## src/rtl/dmul_uni_pkg.sv

```systemverilog
// Shared types and helpers for the unipolar multiplier result accumulator.
// Holds the sequencer state encoding, the count-to-result scaling rule and
// the parameter legality check used by the accumulator at elaboration.
package dmul_uni_pkg;

    typedef enum logic [2:0] {
        S_IDLE = 3'd0,
        S_LOAD = 3'd1,
        S_WAIT = 3'd2,
        S_RUN  = 3'd3,
        S_DONE = 3'd4
    } acc_state_t;

    // Working width of the scaling helper; wide enough for any legal WINLOG.
    localparam int CALC_W = 32;

    // Legal when the result fits inside the window bits and at least one
    // cycle separates the load strobe from the first valid stream bit.
    function automatic bit params_legal(input int winlog, input int outwd, input int lat);
        return (outwd >= 1) && (outwd <= winlog) && (winlog < CALC_W) && (lat >= 1);
    endfunction

    // A full-window count (every bit was 1) saturates to all ones; anything
    // else keeps the top outwd bits of the window-sized count (truncating).
    function automatic logic [CALC_W-1:0] scale_sat(input logic [CALC_W-1:0] count,
                                                    input int winlog,
                                                    input int outwd);
        logic [CALC_W-1:0] full_s;
        logic [CALC_W-1:0] mask_s;
        logic [CALC_W-1:0] res_s;
        full_s = 32'd1 << winlog;
        mask_s = (32'd1 << outwd) - 32'd1;
        if (count == full_s) begin
            res_s = mask_s;
        end else begin
            res_s = (count >> (winlog - outwd)) & mask_s;
        end
        return res_s;
    endfunction

endpackage

```

## src/rtl/dmul_uni_win_cnt.sv

```systemverilog
// Loadable down-counter with enable and terminal-count flag. The accumulator
// uses one instance to time the post-load wait and another for the window.
module dmul_uni_win_cnt #(
    parameter int W = 8
) (
    input  logic         clk,
    input  logic         rst,
    input  logic         load,
    input  logic         en,
    input  logic [W-1:0] load_val,
    output logic         tc
);

    logic [W-1:0] count_r;

    // Load has priority over counting; the count parks at zero.
    always_ff @(posedge clk) begin
        if (rst) begin
            count_r <= '0;
        end else if (load) begin
            count_r <= load_val;
        end else if (en && (count_r != '0)) begin
            count_r <= count_r - W'(1'b1);
        end else begin
            count_r <= count_r;
        end
    end

    assign tc = (count_r == '0);

endmodule

```

## src/rtl/dmul_uni_acc.sv

```systemverilog
// Sequencer and ones-counter behind the rotation-based unipolar multiplier.
// Pulses the multiplier's load strobe, skips the pipeline latency, counts the
// 1s of its output stream over 2^WINLOG cycles and returns the scaled product.
module dmul_uni_acc
    import dmul_uni_pkg::*;
#(
    parameter int WINLOG = 16,
    parameter int OUTWD  = 8,
    parameter int LAT    = 1
) (
    input  logic              clk,
    input  logic              rst,
    input  logic              iStart,
    input  logic              iAbort,
    input  logic              iBit,
    output logic              oLoad,
    output logic              oBusy,
    output logic              oValid,
    output logic [WINLOG:0]   oCnt,
    output logic [OUTWD-1:0]  oResult
);

    if (!params_legal(WINLOG, OUTWD, LAT)) begin : g_bad_params
        $error("dmul_uni_acc: need 1 <= OUTWD <= WINLOG and LAT >= 1");
    end

    // Wait counter holds LAT-2 so that WAIT spans LAT-1 cycles.
    localparam int                 WAIT_W    = (LAT > 1) ? $clog2(LAT) : 1;
    localparam logic [WAIT_W-1:0]  WAIT_LOAD = WAIT_W'((LAT > 1) ? (LAT - 2) : 0);
    // Window counter holds 2^WINLOG-1 so that RUN spans 2^WINLOG cycles.
    localparam logic [WINLOG:0]    RUN_LOAD  = {1'b0, {WINLOG{1'b1}}};

    acc_state_t        state_r;
    acc_state_t        state_nx_s;
    logic              load_r;
    logic              busy_r;
    logic              valid_r;
    logic [WINLOG:0]   cnt_r;
    logic [WINLOG:0]   cnt_sum_s;
    logic [OUTWD-1:0]  result_r;
    logic              wait_tc_s;
    logic              run_tc_s;
    logic              wait_load_s;
    logic              wait_en_s;
    logic              run_load_s;
    logic              run_en_s;

    assign cnt_sum_s   = cnt_r + {{WINLOG{1'b0}}, iBit};
    assign wait_load_s = (state_r != S_WAIT);
    assign wait_en_s   = (state_r == S_WAIT);
    assign run_load_s  = (state_r != S_RUN);
    assign run_en_s    = (state_r == S_RUN);

    dmul_uni_win_cnt #(.W(WAIT_W)) u_wait_cnt (
        .clk      (clk),
        .rst      (rst),
        .load     (wait_load_s),
        .en       (wait_en_s),
        .load_val (WAIT_LOAD),
        .tc       (wait_tc_s)
    );

    dmul_uni_win_cnt #(.W(WINLOG + 1)) u_run_cnt (
        .clk      (clk),
        .rst      (rst),
        .load     (run_load_s),
        .en       (run_en_s),
        .load_val (RUN_LOAD),
        .tc       (run_tc_s)
    );

    // Next-state selection; abort beats start and every other transition.
    always_comb begin
        state_nx_s = state_r;
        case (state_r)
            S_IDLE: begin
                if (iStart && !iAbort) begin
                    state_nx_s = S_LOAD;
                end else begin
                    state_nx_s = S_IDLE;
                end
            end
            S_LOAD: begin
                if (iAbort) begin
                    state_nx_s = S_IDLE;
                end else if (LAT > 1) begin
                    state_nx_s = S_WAIT;
                end else begin
                    state_nx_s = S_RUN;
                end
            end
            S_WAIT: begin
                if (iAbort) begin
                    state_nx_s = S_IDLE;
                end else if (wait_tc_s) begin
                    state_nx_s = S_RUN;
                end else begin
                    state_nx_s = S_WAIT;
                end
            end
            S_RUN: begin
                if (iAbort) begin
                    state_nx_s = S_IDLE;
                end else if (run_tc_s) begin
                    state_nx_s = S_DONE;
                end else begin
                    state_nx_s = S_RUN;
                end
            end
            S_DONE: begin
                state_nx_s = S_IDLE;
            end
            default: begin
                state_nx_s = S_IDLE;
            end
        endcase
    end

    // State register with status flags registered from the next state.
    always_ff @(posedge clk) begin
        if (rst) begin
            state_r <= S_IDLE;
            load_r  <= 1'b0;
            busy_r  <= 1'b0;
            valid_r <= 1'b0;
        end else begin
            state_r <= state_nx_s;
            load_r  <= (state_nx_s == S_LOAD);
            busy_r  <= (state_nx_s == S_LOAD) || (state_nx_s == S_WAIT) ||
                       (state_nx_s == S_RUN);
            valid_r <= (state_nx_s == S_DONE);
        end
    end

    // Ones counter: cleared on load, accumulates in RUN, frozen on abort.
    always_ff @(posedge clk) begin
        if (rst) begin
            cnt_r <= '0;
        end else if ((state_r == S_IDLE) && (state_nx_s == S_LOAD)) begin
            cnt_r <= '0;
        end else if ((state_r == S_RUN) && (state_nx_s != S_IDLE)) begin
            cnt_r <= cnt_sum_s;
        end else begin
            cnt_r <= cnt_r;
        end
    end

    // Result captured from the final count as the window closes.
    always_ff @(posedge clk) begin
        if (rst) begin
            result_r <= '0;
        end else if ((state_r == S_RUN) && (state_nx_s == S_DONE)) begin
            result_r <= OUTWD'(scale_sat(CALC_W'(cnt_sum_s), WINLOG, OUTWD));
        end else begin
            result_r <= result_r;
        end
    end

    assign oLoad   = load_r;
    assign oBusy   = busy_r;
    assign oValid  = valid_r;
    assign oCnt    = cnt_r;
    assign oResult = result_r;

endmodule

```

## config.mk

```make
export PLATFORM = sky130hd
export DESIGN_NAME = dmul_uni_acc
export DESIGN_NICKNAME = d
export VERILOG_FILES = /design/src/rtl/dmul_uni_pkg.sv /design/src/rtl/dmul_uni_win_cnt.sv /design/src/rtl/dmul_uni_acc.sv
export SDC_FILE = /design/constraint.sdc
export NUM_CORES = 1
export LEC_CHECK = 0
export CAP_MARGIN = 10
export CORE_UTILIZATION = 55
export CTS_CLUSTER_SIZE = 40
export DETAILED_ROUTE_END_ITERATION = 12
export HOLD_SLACK_MARGIN = 0.03
export PLACE_DENSITY = 0.83
export SETUP_SLACK_MARGIN = 0.05
export SYNTH_ARGS = -nofsm -noshare
export SYNTH_HDL_FRONTEND = slang
export SYNTH_HIERARCHICAL = 1
export SYNTH_SLANG_ARGS = --single-unit
```

## constraint.sdc

```tcl
create_clock -name clk -period 3 [get_ports clk]
set_input_delay 0.6 -clock clk [delete_from_list [all_inputs] [get_ports clk]]
set_output_delay 0.6 -clock clk [all_outputs]
set_load 0.1 [all_outputs]
```

==> results.toml, run 1 <==
[worst_setup_path]
cp_max_fo = 5
cp-end-kind = "register"
worstSetupEndpoint = "oResult[1]$_SDFFE_PP0P_"
worstPathRequired_ns = 3.21
rrSetupSlack_ns = 0.44
arrival_ns = 3.02
r2r_start = "u_run_cnt/count_r[8]$_SDFFE_PP0P_"
reg2reg_depth = 8
r2r_end = "oResult[1]$_SDFFE_PP0P_"
worstSetupStartpoint = "iBit"
crit_type = "in2reg"
cp-start-kind = "primary input"

[routing]
drt_iter0_drc = 143
wl_um = 6290
dr.pass1.iters = 4
drc = 0
drt.antenna.violating_nets = 0
vias = 2609
vias_per_cell = 5.75
wl_per_cell_um = 13.9

[clocking]
cts_tree = "yes"
clk_path_buf_depth = 2
clock_latency_ns = 0.30
clockRootBuffer = "clkbuf_8"
cts_buffers = 5
clock_sinks = 49
cts.clk_slew.worst_paths_ns = 0.09
htree_levels = 2

[layout]
antenna_cells = 0
layout.cells.non_filler = 454
fillers = 402
syn_to_final_growth_pct = 19.5
drive_gt1_share_pct = 19.6
layout_common_cells = "nor2_1 (52), dfxtp_1 (44), buf_4 (42)"
final_common_cell = "nor2_1"
final_net_count = 394

[hold_path]
hp-class = "reg2reg"
worstHoldStart = "u_wait_cnt/count_r$_SDFFE_PP0P_"

[status]
status = "finished clean"

[die]
coreArea_mm2 = 0.00485
row_count = 25
start_util_pct = 58.3
dieArea_mm2 = 0.00543
die_height_um = 73.7
io_pins = 33
dieWidth_um = 73.7

[power]
power-per-cell-area_mw_per_mm2 = 384
p_leak_nw = 1.30
peakVddDrop_mv = 0.258

[sta]
relSlewSlack_pct = 53.5
maxSlewViolCount = 0
worst_slew_pin_slew_ns = 0.691
timing.setup.tns_ns = 0
fin_crit_ns = 2.81
hold_viol = 0
fin_crit_sh_pct = 93.6
timing.hold.ws_ns = 0.493
setup_viol = 0
rsz0062_at_grt = "no"
fmax_mhz = 356
clock_skew_ns = 0.00801

[global_route]
grt_first_pass_wirelength_um = 10500
grt_pass1_vias = 2322
grt_max_degree = 22
grt_usage_pct = 24.4
grt_remaining_overflow = 0
antenna_found_initial = 0

[logic_synthesis]
synth_warnings = 6
synth_ff_type = "dfxtp_1"
synth_cell_types = 67
synth-seq-area-share_pct = 34.7
synth.avg_cell_area_um2 = 8.26
synth_edf_count = 0
syn_area_mm2 = 0.00283
synthCells = 342
async_flop_share_pct = 0
ys_seq_elements = 49

[placed_design]
dp.cells = 446
portBuffers = 32
gp_congestion = 0.918
dp_hpwl_um = 4480

[run]
maxCapViolCount = 0
[registers in the layout, indices dropped and copies added, names as in the netlist]
signal / count
oLoad: 1
oBusy: 1
oValid: 1
state_r: 3
oResult: 8
u_wait_cnt/count_r: 1
oCnt: 17
u_run_cnt/count_r: 17
[worst min path at each step]
stage,endpoint,slack (ns),cells past startpoint
detailed placement,oCnt[0]$_SDFFE_PP0P_,0.48,2
floorplan,u_wait_cnt/count_r$_SDFFE_PP0P_,0.45,2
CTS,u_wait_cnt/count_r$_SDFFE_PP0P_,0.50,2
global placement,u_wait_cnt/count_r$_SDFFE_PP0P_,0.47,2
finish,u_wait_cnt/count_r$_SDFFE_PP0P_,0.49,2
global route,oResult[5]$_SDFFE_PP0P_,0.53,2
[timing repair]
| action | 4_1_cts | 5_1_grt |
|---|---|---|
| setup endpoints to repair | 0 | 6 |
| hold endpoints to repair | 0 | 0 |
| buffers inserted | 0 | 0 |
| hold buffers | 0 | 0 |
| gates resized for setup | 0 | 4 |
[where the power goes]
part | switching, mW | leakage, nW | internal, mW
clock network | 0.227 | 0.0574 | 0.271
logic | 0.0707 | 0.842 | 0.0409
registers | 0.0192 | 0.403 | 0.667
[Yosys cell counts, types with 8 or more instances]
| library cell | n | area share, % |
|---|---|---|
| a21oi_1 | 10 | 1.8 |
| a311oi_1 | 16 | 5.0 |
| clkbuf_1 | 17 | 2.3 |
| dfxtp_1 | 49 | 35 |
| inv_1 | 15 | 2.0 |
| nand2_1 | 17 | 2.3 |
| nand3_1 | 9 | 1.6 |
| nand4_1 | 10 | 2.2 |
| nor2_1 | 52 | 6.9 |
| nor3_1 | 11 | 1.9 |
| nor4_1 | 8 | 1.8 |
| xnor2_1 | 12 | 3.7 |
| xor2_1 | 13 | 4.0 |
[cell families (layout without fill, tap and decap cells)]
| kind of cell | after synthesis | after routing | synth area share [%] |
|---|---|---|---|
| xor+xnor | 25 | 25 | 7.75 |
| buf+inv | 41 | 70 | 5.75 |
| compound gates | 67 | 67 | 18.6 |
| mux | 3 | 3 | 1.11 |
| simple gates | 152 | 152 | 30.5 |
| other cells | 2 | 18 | 0.266 |
| fa+ha+maj | 3 | 3 | 1.33 |
| flops | 49 | 49 | 34.7 |
[critical path, cell delays in order]
cell	delay, ns
clkdlybuf4s50_1	0.41
ha_1	0.22
ha_1	0.23
nand2_1	0.16
nor4_4	0.06
or3_1	0.35
a2111oi_4	0.50
nand4_4	0.19
a311oi_1	0.29
[routing by layer]
| metal | track usage, % | part of all wire (%) | vias to the layer above |
|---|---|---|---|
| met5 | 0 | 0 | - |
| met4 | 6.84 | 0.92 | 0 |
| met3 | 4.39 | 5.2 | 6 |
| met2 | 38.2 | 45 | 77 |
| met1 | 34.1 | 49 | 1201 |
| li1 | - | - | 1325 |
[final cells by class]
type	count	area [um^2]	share of cell area (%)
clock buffers	6	82.6	2.45
clock inverters	2	37.5	1.11
inverters	16	60.1	1.78
multi-input cells	268	1770	52.4
flip-flops and latches	49	987	29.2
well taps	67	83.8	2.48
repair buffers	46	355	10.5
[metrics by stage]
step / util [%] / setup slack (ns) / total power [mW] / instance area [um^2]
floorplan: - / 0.0647 / 0.779 / 2890
global placement: 66.6 / -0.0559 / 0.805 / 3230
detailed placement: 66.6 / -0.220 / 0.808 / 3230
CTS: 69.1 / 0.128 / 1.30 / 3350
global route: 69.7 / 0.0163 / 1.34 / 3380
finish: 69.7 / 0.191 / 1.30 / 3380
(Power assumes the default switching activity.)
==> run 2, diff against run 1 <==
--- a/config.mk
+++ b/config.mk
@@ -10,9 +10,9 @@
 export CTS_CLUSTER_SIZE = 40
 export DETAILED_ROUTE_END_ITERATION = 12
 export HOLD_SLACK_MARGIN = 0.03
-export PLACE_DENSITY = 0.83
+export PLACE_DENSITY = 0.84
+export RECOVER_POWER = 25
 export SETUP_SLACK_MARGIN = 0.05
 export SYNTH_ARGS = -nofsm -noshare
 export SYNTH_HDL_FRONTEND = slang
-export SYNTH_HIERARCHICAL = 1
 export SYNTH_SLANG_ARGS = --single-unit
==> run 2 against run 1 <==
Against the previous run:
- first-iteration DRC count decreased by 8.4%
- register-to-register slack better by 0.25 ns
- sequential share of layout area increased by 5.5 points
- die area decreased by 11%
- clock power is 26% lower
- routed wire length decreased by 14%
- sequential power down 0.9%
- via count decreased by 14%
- critical path type unchanged
==> results.toml, run 2 <==
[worst_setup_path]
worstPathRequired_ns = 3.23
crit_type = "in2reg"
arrival_ns = 2.94
worst_path_max_delay_cell = "clkdlybuf4s50_1"
worstPathCellList = "clkdlybuf4s50_1 -> ha_1 -> ha_1 -> and2_0 -> xnor2_1 -> a41oi_1 -> a211oi_1 -> nand4_2 -> o21ai_1"
path_common_cell = "ha_1"
cp_max_fo = 6
cp-start-kind = "primary input"
cpPeakStageDelay_ns = 0.46
cp-end-kind = "register"

[layout]
syn_to_final_growth_pct = 12.2
fillers = 394
drive_gt1_share_pct = 12.1
final_common_cell = "dfxtp_1"
final_util_pct = 64.5
antenna_cells = 0
layout_common_cells = "dfxtp_1 (49), nor2_1 (36), nand2_1 (27)"
final_net_count = 338

[clocking]
cts_resized = 0
clockRootBuffer = "clkbuf_8"
htree_levels = 2
hold_buffers = 0
clk_path_buf_depth = 2
clock_sinks = 49
cts.clk_slew.worst_paths_ns = 0.08
cts_tree = "yes"
cts_buffers = 5
clock_latency_ns = 0.30
post-cts-setup-buffers = 0

[sta]
setup_viol = 0
timing.hold.ws_ns = 0.483
timing.setup.tns_ns = 0
fin_crit_ns = 2.71
fmax_mhz = 369
setup_ws_ns = 0.289
fin_crit_sh_pct = 90.4
relSlewSlack_pct = 21.9
rsz0062_at_grt = "no"
clock_skew_ns = 0.00790
worst_slew_pin_slew_ns = 1.18
hold_viol = 0
maxSlewViolCount = 0

[logic_synthesis]
async_flop_share_pct = 0
synth_most_common_cell = "dfxtp_1"
ys_top_cells_by_area = "dfxtp_1 (39%), xnor2_1 (7.3%), nor2_1 (5.4%)"
synth_commonest_cells = "dfxtp_1 (49), nor2_1 (36), nand2_1 (27)"
syn_nets = 308
synth-seq-area-share_pct = 38.9
synth_top_area_share_pct = 38.9
synth_edf_count = 0
synthCells = 299
ys_seq_elements = 49
synth_top_area_cell = "dfxtp_1"
syn_area_mm2 = 0.00252
synth_ff_type = "dfxtp_1"
synth.avg_cell_area_um2 = 8.42
synth_cell_types = 44
synth_warnings = 0

[power]
clkPwrFrac_pct = 33.1
p_leak_nw = 1.03
swShare_pct = 23.8
peakVddDrop_mv = 0.282
p_int_uw = 852
p_switching_uw = 266
power-per-cell-area_mw_per_mm2 = 396
combPwrFrac_pct = 6.1
p_total_mw = 1.12
share_seq_of_total_power_pct = 60.8

[routing]
dr.pass1.iters = 4
drt_iter0_drc = 131
wl_per_cell_um = 14.2
drt.antenna.violating_nets = 0
vias_per_cell = 5.89
vias = 2250
wl_um = 5410
drc = 0

[run]
maxCapViolCount = 0

[die]
dieWidth_um = 69.7
start_util_pct = 57.4
dieArea_mm2 = 0.00485
coreArea_mm2 = 0.00438
io_pins = 33
die_height_um = 69.7
row_count = 24

[global_route]
grt_max_degree = 28
grt_remaining_overflow = 0
antenna_found_initial = 0
grt_first_pass_wirelength_um = 9580
grt_pass1_vias = 2129
grt_usage_pct = 24.1

[placed_design]
dp_hpwl_um = 3890
pre_cts_slack_ns = 0.0273
gp_congestion = 0.845
portBuffers = 32

[hold_path]
hp-class = "reg2reg"

[status]
status = "finished clean"
run 2: changes by cell type in the layout (fill, tap and decap cells not counted), moves of 7 or more:
cell	change
a21oi_1	+11
a311oi_1	-13
buf_4	-26
clkbuf_1	+18
conb_1	-17
inv_1	-10
nand2_1	+10
nor2_1	-16
o21ai_1	+7
xnor2_1	+9
run 2: cell families after synthesis:
family	Yosys count	synth area share, %
AOI/OAI and AO/OA	54	12.7
DFF	49	38.9
and+or+nand+nor	134	29.7
muxes	2	0.795
xor gates and xnor gates	36	12.5
other	1	0.149
buffers and inverters	19	3.28
adders and majority gates	4	1.99
run 2: final timing paths:
check	start	to	slack, ns	cells after the start
setup / recovery	iBit	oResult[0]$_SDFFE_PP0P_	0.29	9
hold / removal	oCnt[0]$_SDFFE_PP0P_	oCnt[0]$_SDFFE_PP0P_	0.48	2
hold reg to reg	oCnt[0]$_SDFFE_PP0P_	oCnt[0]$_SDFFE_PP0P_	0.48	2
setup reg to reg	oCnt[0]$_SDFFE_PP0P_	oResult[0]$_SDFFE_PP0P_	0.69	8
run 2: worst max-delay path: cells and delay by family:
family	cells	cell delay, ns
adders and majority gates	2	0.47
buffers and inverters	1	0.46
and+or+nand+nor	2	0.60
xor gates and xnor gates	1	0.19
AOI/OAI and AO/OA	3	0.61
run 2: area by class of cell:
type / instances / area [um^2] / share of cell area, %
Clock buffer: 6 / 72.6 / 2.57
Clock inverter: 2 / 10.0 / 0.354
Inverter: 5 / 18.8 / 0.664
Multi-Input combinational cell: 231 / 1460 / 51.5
Sequential cell: 49 / 981 / 34.7
Tap cell: 52 / 65.1 / 2.30
Timing Repair Buffer: 37 / 224 / 7.92
run 2: power groups by stage:
| stage | sequential [mW] | combinational [mW] | clock, mW |
|---|---|---|---|
| after global routing | 0.682 | 0.0763 | 0.413 |
| after detailed placement | 0.695 | 0.0699 | 0 |
| after global placement | 0.694 | 0.0675 | 0 |
| final | 0.680 | 0.0687 | 0.370 |
| after CTS | 0.680 | 0.0705 | 0.376 |
| after floorplan | 0.705 | 0.0400 | 0 |
run 2: stage by stage:
step	area (um^2)	instances
2_1_floorplan	2520	299
3_3_place_gp	2810	374
4_1_cts	2890	382
3_5_place_dp	2810	374
5_1_grt	2830	382
6_report	2830	382
run 2: metal layers:
metal / GRT usage [%] / share of wire [%] / wire length (um) / vias to the layer above
li1: - / - / - / 1120
met1: 30.3 / 44 / 2370 / 1074
met2: 41.0 / 51 / 2770 / 47
met3: 5.52 / 3.4 / 184 / 9
met4: 7.78 / 1.6 / 88 / 0
met5: 0 / 0 / 0 / -
==> run 3, diff against run 2 <==
--- a/config.mk
+++ b/config.mk
@@ -10,9 +10,11 @@
 export CTS_CLUSTER_SIZE = 40
 export DETAILED_ROUTE_END_ITERATION = 12
 export HOLD_SLACK_MARGIN = 0.03
-export PLACE_DENSITY = 0.84
+export PLACE_DENSITY = 0.83
 export RECOVER_POWER = 25
+export REMOVE_ABC_BUFFERS = 1
 export SETUP_SLACK_MARGIN = 0.05
 export SYNTH_ARGS = -nofsm -noshare
 export SYNTH_HDL_FRONTEND = slang
+export SYNTH_HIERARCHICAL = 1
 export SYNTH_SLANG_ARGS = --single-unit
==> run 3 against run 2 <==
Against the previous run:
- largest power group unchanged
- design area increased by 16%
- highest routed layer unchanged
- register-to-register slack got worse by 0.43 ns
- largest cell class unchanged
- cell count increased by 19%
- non-clock buffer count increased by 10
- via count increased by 17%
==> results.toml, run 3 (synthesis results as in run 1) <==
[power]
p_switching_uw = 305
combPwrFrac_pct = 8.7
share_seq_of_total_power_pct = 54.7
power-per-cell-area_mw_per_mm2 = 382
p_int_uw = 949
swShare_pct = 24.3
p_leak_nw = 1.22
clkPwrFrac_pct = 36.6
peakVddDrop_mv = 0.345

[clocking]
cts_tree = "yes"
htree_levels = 2
post-cts-setup-buffers = 0
cts.clk_slew.worst_paths_ns = 0.09
cts_buffers = 5
clockRootBuffer = "clkbuf_8"
hold_buffers = 0
clock_latency_ns = 0.30
clock_sinks = 49
clk_path_buf_depth = 2

[worst_setup_path]
cp_max_fo = 5
cp-start-kind = "primary input"
arrival_ns = 2.99
cpPeakStageDelay_ns = 0.46
reg2reg_depth = 7
path_common_cell = "ha_1"
r2r_start = "u_run_cnt/count_r[8]$_SDFFE_PP0P_"
crit_type = "in2reg"
worstPathCellList = "clkdlybuf4s50_1 -> ha_1 -> ha_1 -> and3_2 -> mux2i_1 -> a22oi_1 -> a2111oi_4 -> nand4_2 -> a311oi_1"
worst_path_max_delay_cell = "clkdlybuf4s50_1"
cp-end-kind = "register"
rrSetupSlack_ns = 0.26
worstPathRequired_ns = 3.19
r2r_end = "oResult[7]$_SDFFE_PP0P_"

[die]
coreArea_mm2 = 0.00485
dieWidth_um = 73.7
die_height_um = 73.7
start_util_pct = 58.3
row_count = 25
io_pins = 33
dieArea_mm2 = 0.00543

[layout]
final_common_cell = "nor2_1"
fillers = 411
drive_gt1_share_pct = 13.2
syn_to_final_growth_pct = 16.0
layout.cells.non_filler = 454
antenna_cells = 0
seqCellArea_um2 = 981
layout_common_cells = "nor2_1 (52), dfxtp_1 (49), buf_4 (25)"
multiInputGateArea_mm2 = 0.00176
final_net_count = 395

[sta]
timing.setup.tns_ns = 0
fmax_mhz = 357
relSlewSlack_pct = 4.60
maxSlewViolCount = 0
timing.hold.ws_ns = 0.496
worst_slew_pin_slew_ns = 1.43
fin_crit_sh_pct = 93.4
rsz0062_at_grt = "no"
hold_viol = 0
fin_crit_ns = 2.80
clock_skew_ns = 0.00670
setup_viol = 0

[placed_design]
portBuffers = 32
dp.cells = 447
gp_congestion = 0.889
dp_hpwl_um = 4520

[hold_path]
worstHoldStart = "u_wait_cnt/count_r$_SDFFE_PP0P_"
worstHoldPathCells = 2
hp-class = "reg2reg"
hold_end = "u_wait_cnt/count_r$_SDFFE_PP0P_"

[global_route]
grt_first_pass_wirelength_um = 10700
grt_pass1_vias = 2296
grt_remaining_overflow = 0
grt_max_degree = 33
grt_usage_pct = 24.8
antenna_found_initial = 0

[status]
status = "finished clean"

[routing]
drt.antenna.violating_nets = 0
vias = 2639
drt_iter0_drc = 138
drc = 0
wl_um = 6440
dr.pass1.iters = 4
vias_per_cell = 5.81
wl_per_cell_um = 14.2

[run]
maxCapViolCount = 0
==> run 3: worst max-delay path: cells and delay by family <==
family	cells	cell delay (ns)
AOI/OAI and AO/OA	3	0.89
adders and majority gates	2	0.40
buffers and inverters	1	0.46
muxes	1	0.19
and+or+nand+nor	2	0.45
==> run 3: timing repair <==
action	in CTS	in global routing
gates resized for setup	0	2
endpoints found under the hold margin	0	0
endpoints found under the setup margin	0	8
==> run 3: area by class of cell <==
class                   count  share of cell area [%]
clock buffers               5                    2.10
clock inverters             2                    1.07
inverters                  16                    1.83
multi-input cells         268                    53.5
flip-flops and latches     49                    29.9
well taps                  67                    2.56
repair buffers             47                    9.00
==> run 3: power groups by stage <==
stage	clock, mW	sequential, mW	combinational, mW
3_5_place_dp	0	0.700	0.109
5_1_grt	0.487	0.688	0.121
6_report	0.459	0.686	0.109
2_1_floorplan	0	0.708	0.0641
3_3_place_gp	0	0.699	0.106
4_1_cts	0.465	0.685	0.109
==> run 3: metrics by stage <==
step / power, mW / area [um^2] / setup WS (ns) / util (%)
2_1_floorplan: 0.772 / 2780 / -0.228 / -
3_3_place_gp: 0.805 / 3230 / -0.0713 / 66.6
3_5_place_dp: 0.808 / 3230 / -0.164 / 66.6
4_1_cts: 1.26 / 3330 / 0.143 / 68.8
5_1_grt: 1.30 / 3280 / 0.0497 / 67.6
6_report: 1.25 / 3280 / 0.198 / 67.6
==> run 3: metal layers <==
layer | vias to the layer above | GRT usage, % | wire length, um
li1 | 1326 | - | -
met1 | 1228 | 36.2 | 3180
met2 | 80 | 38.5 | 2900
met3 | 5 | 3.57 | 307
met4 | 0 | 5.34 | 54
met5 | - | 0 | 0
==> run 3: worst max-delay path by stage <==
stage	end	depth (start not counted)	slack, ns	startpoint
floorplan	oResult[6]$_SDFFE_PP0P_	8	-0.23	oCnt[0]$_SDFFE_PP0P_
global placement	oResult[7]$_SDFFE_PP0P_	9	-0.07	iBit
detailed placement	oResult[0]$_SDFFE_PP0P_	9	-0.16	iBit
CTS	oResult[4]$_SDFFE_PP0P_	9	0.14	iBit
global route	oResult[7]$_SDFFE_PP0P_	9	0.05	iBit
finish	oResult[4]$_SDFFE_PP0P_	9	0.20	iBit
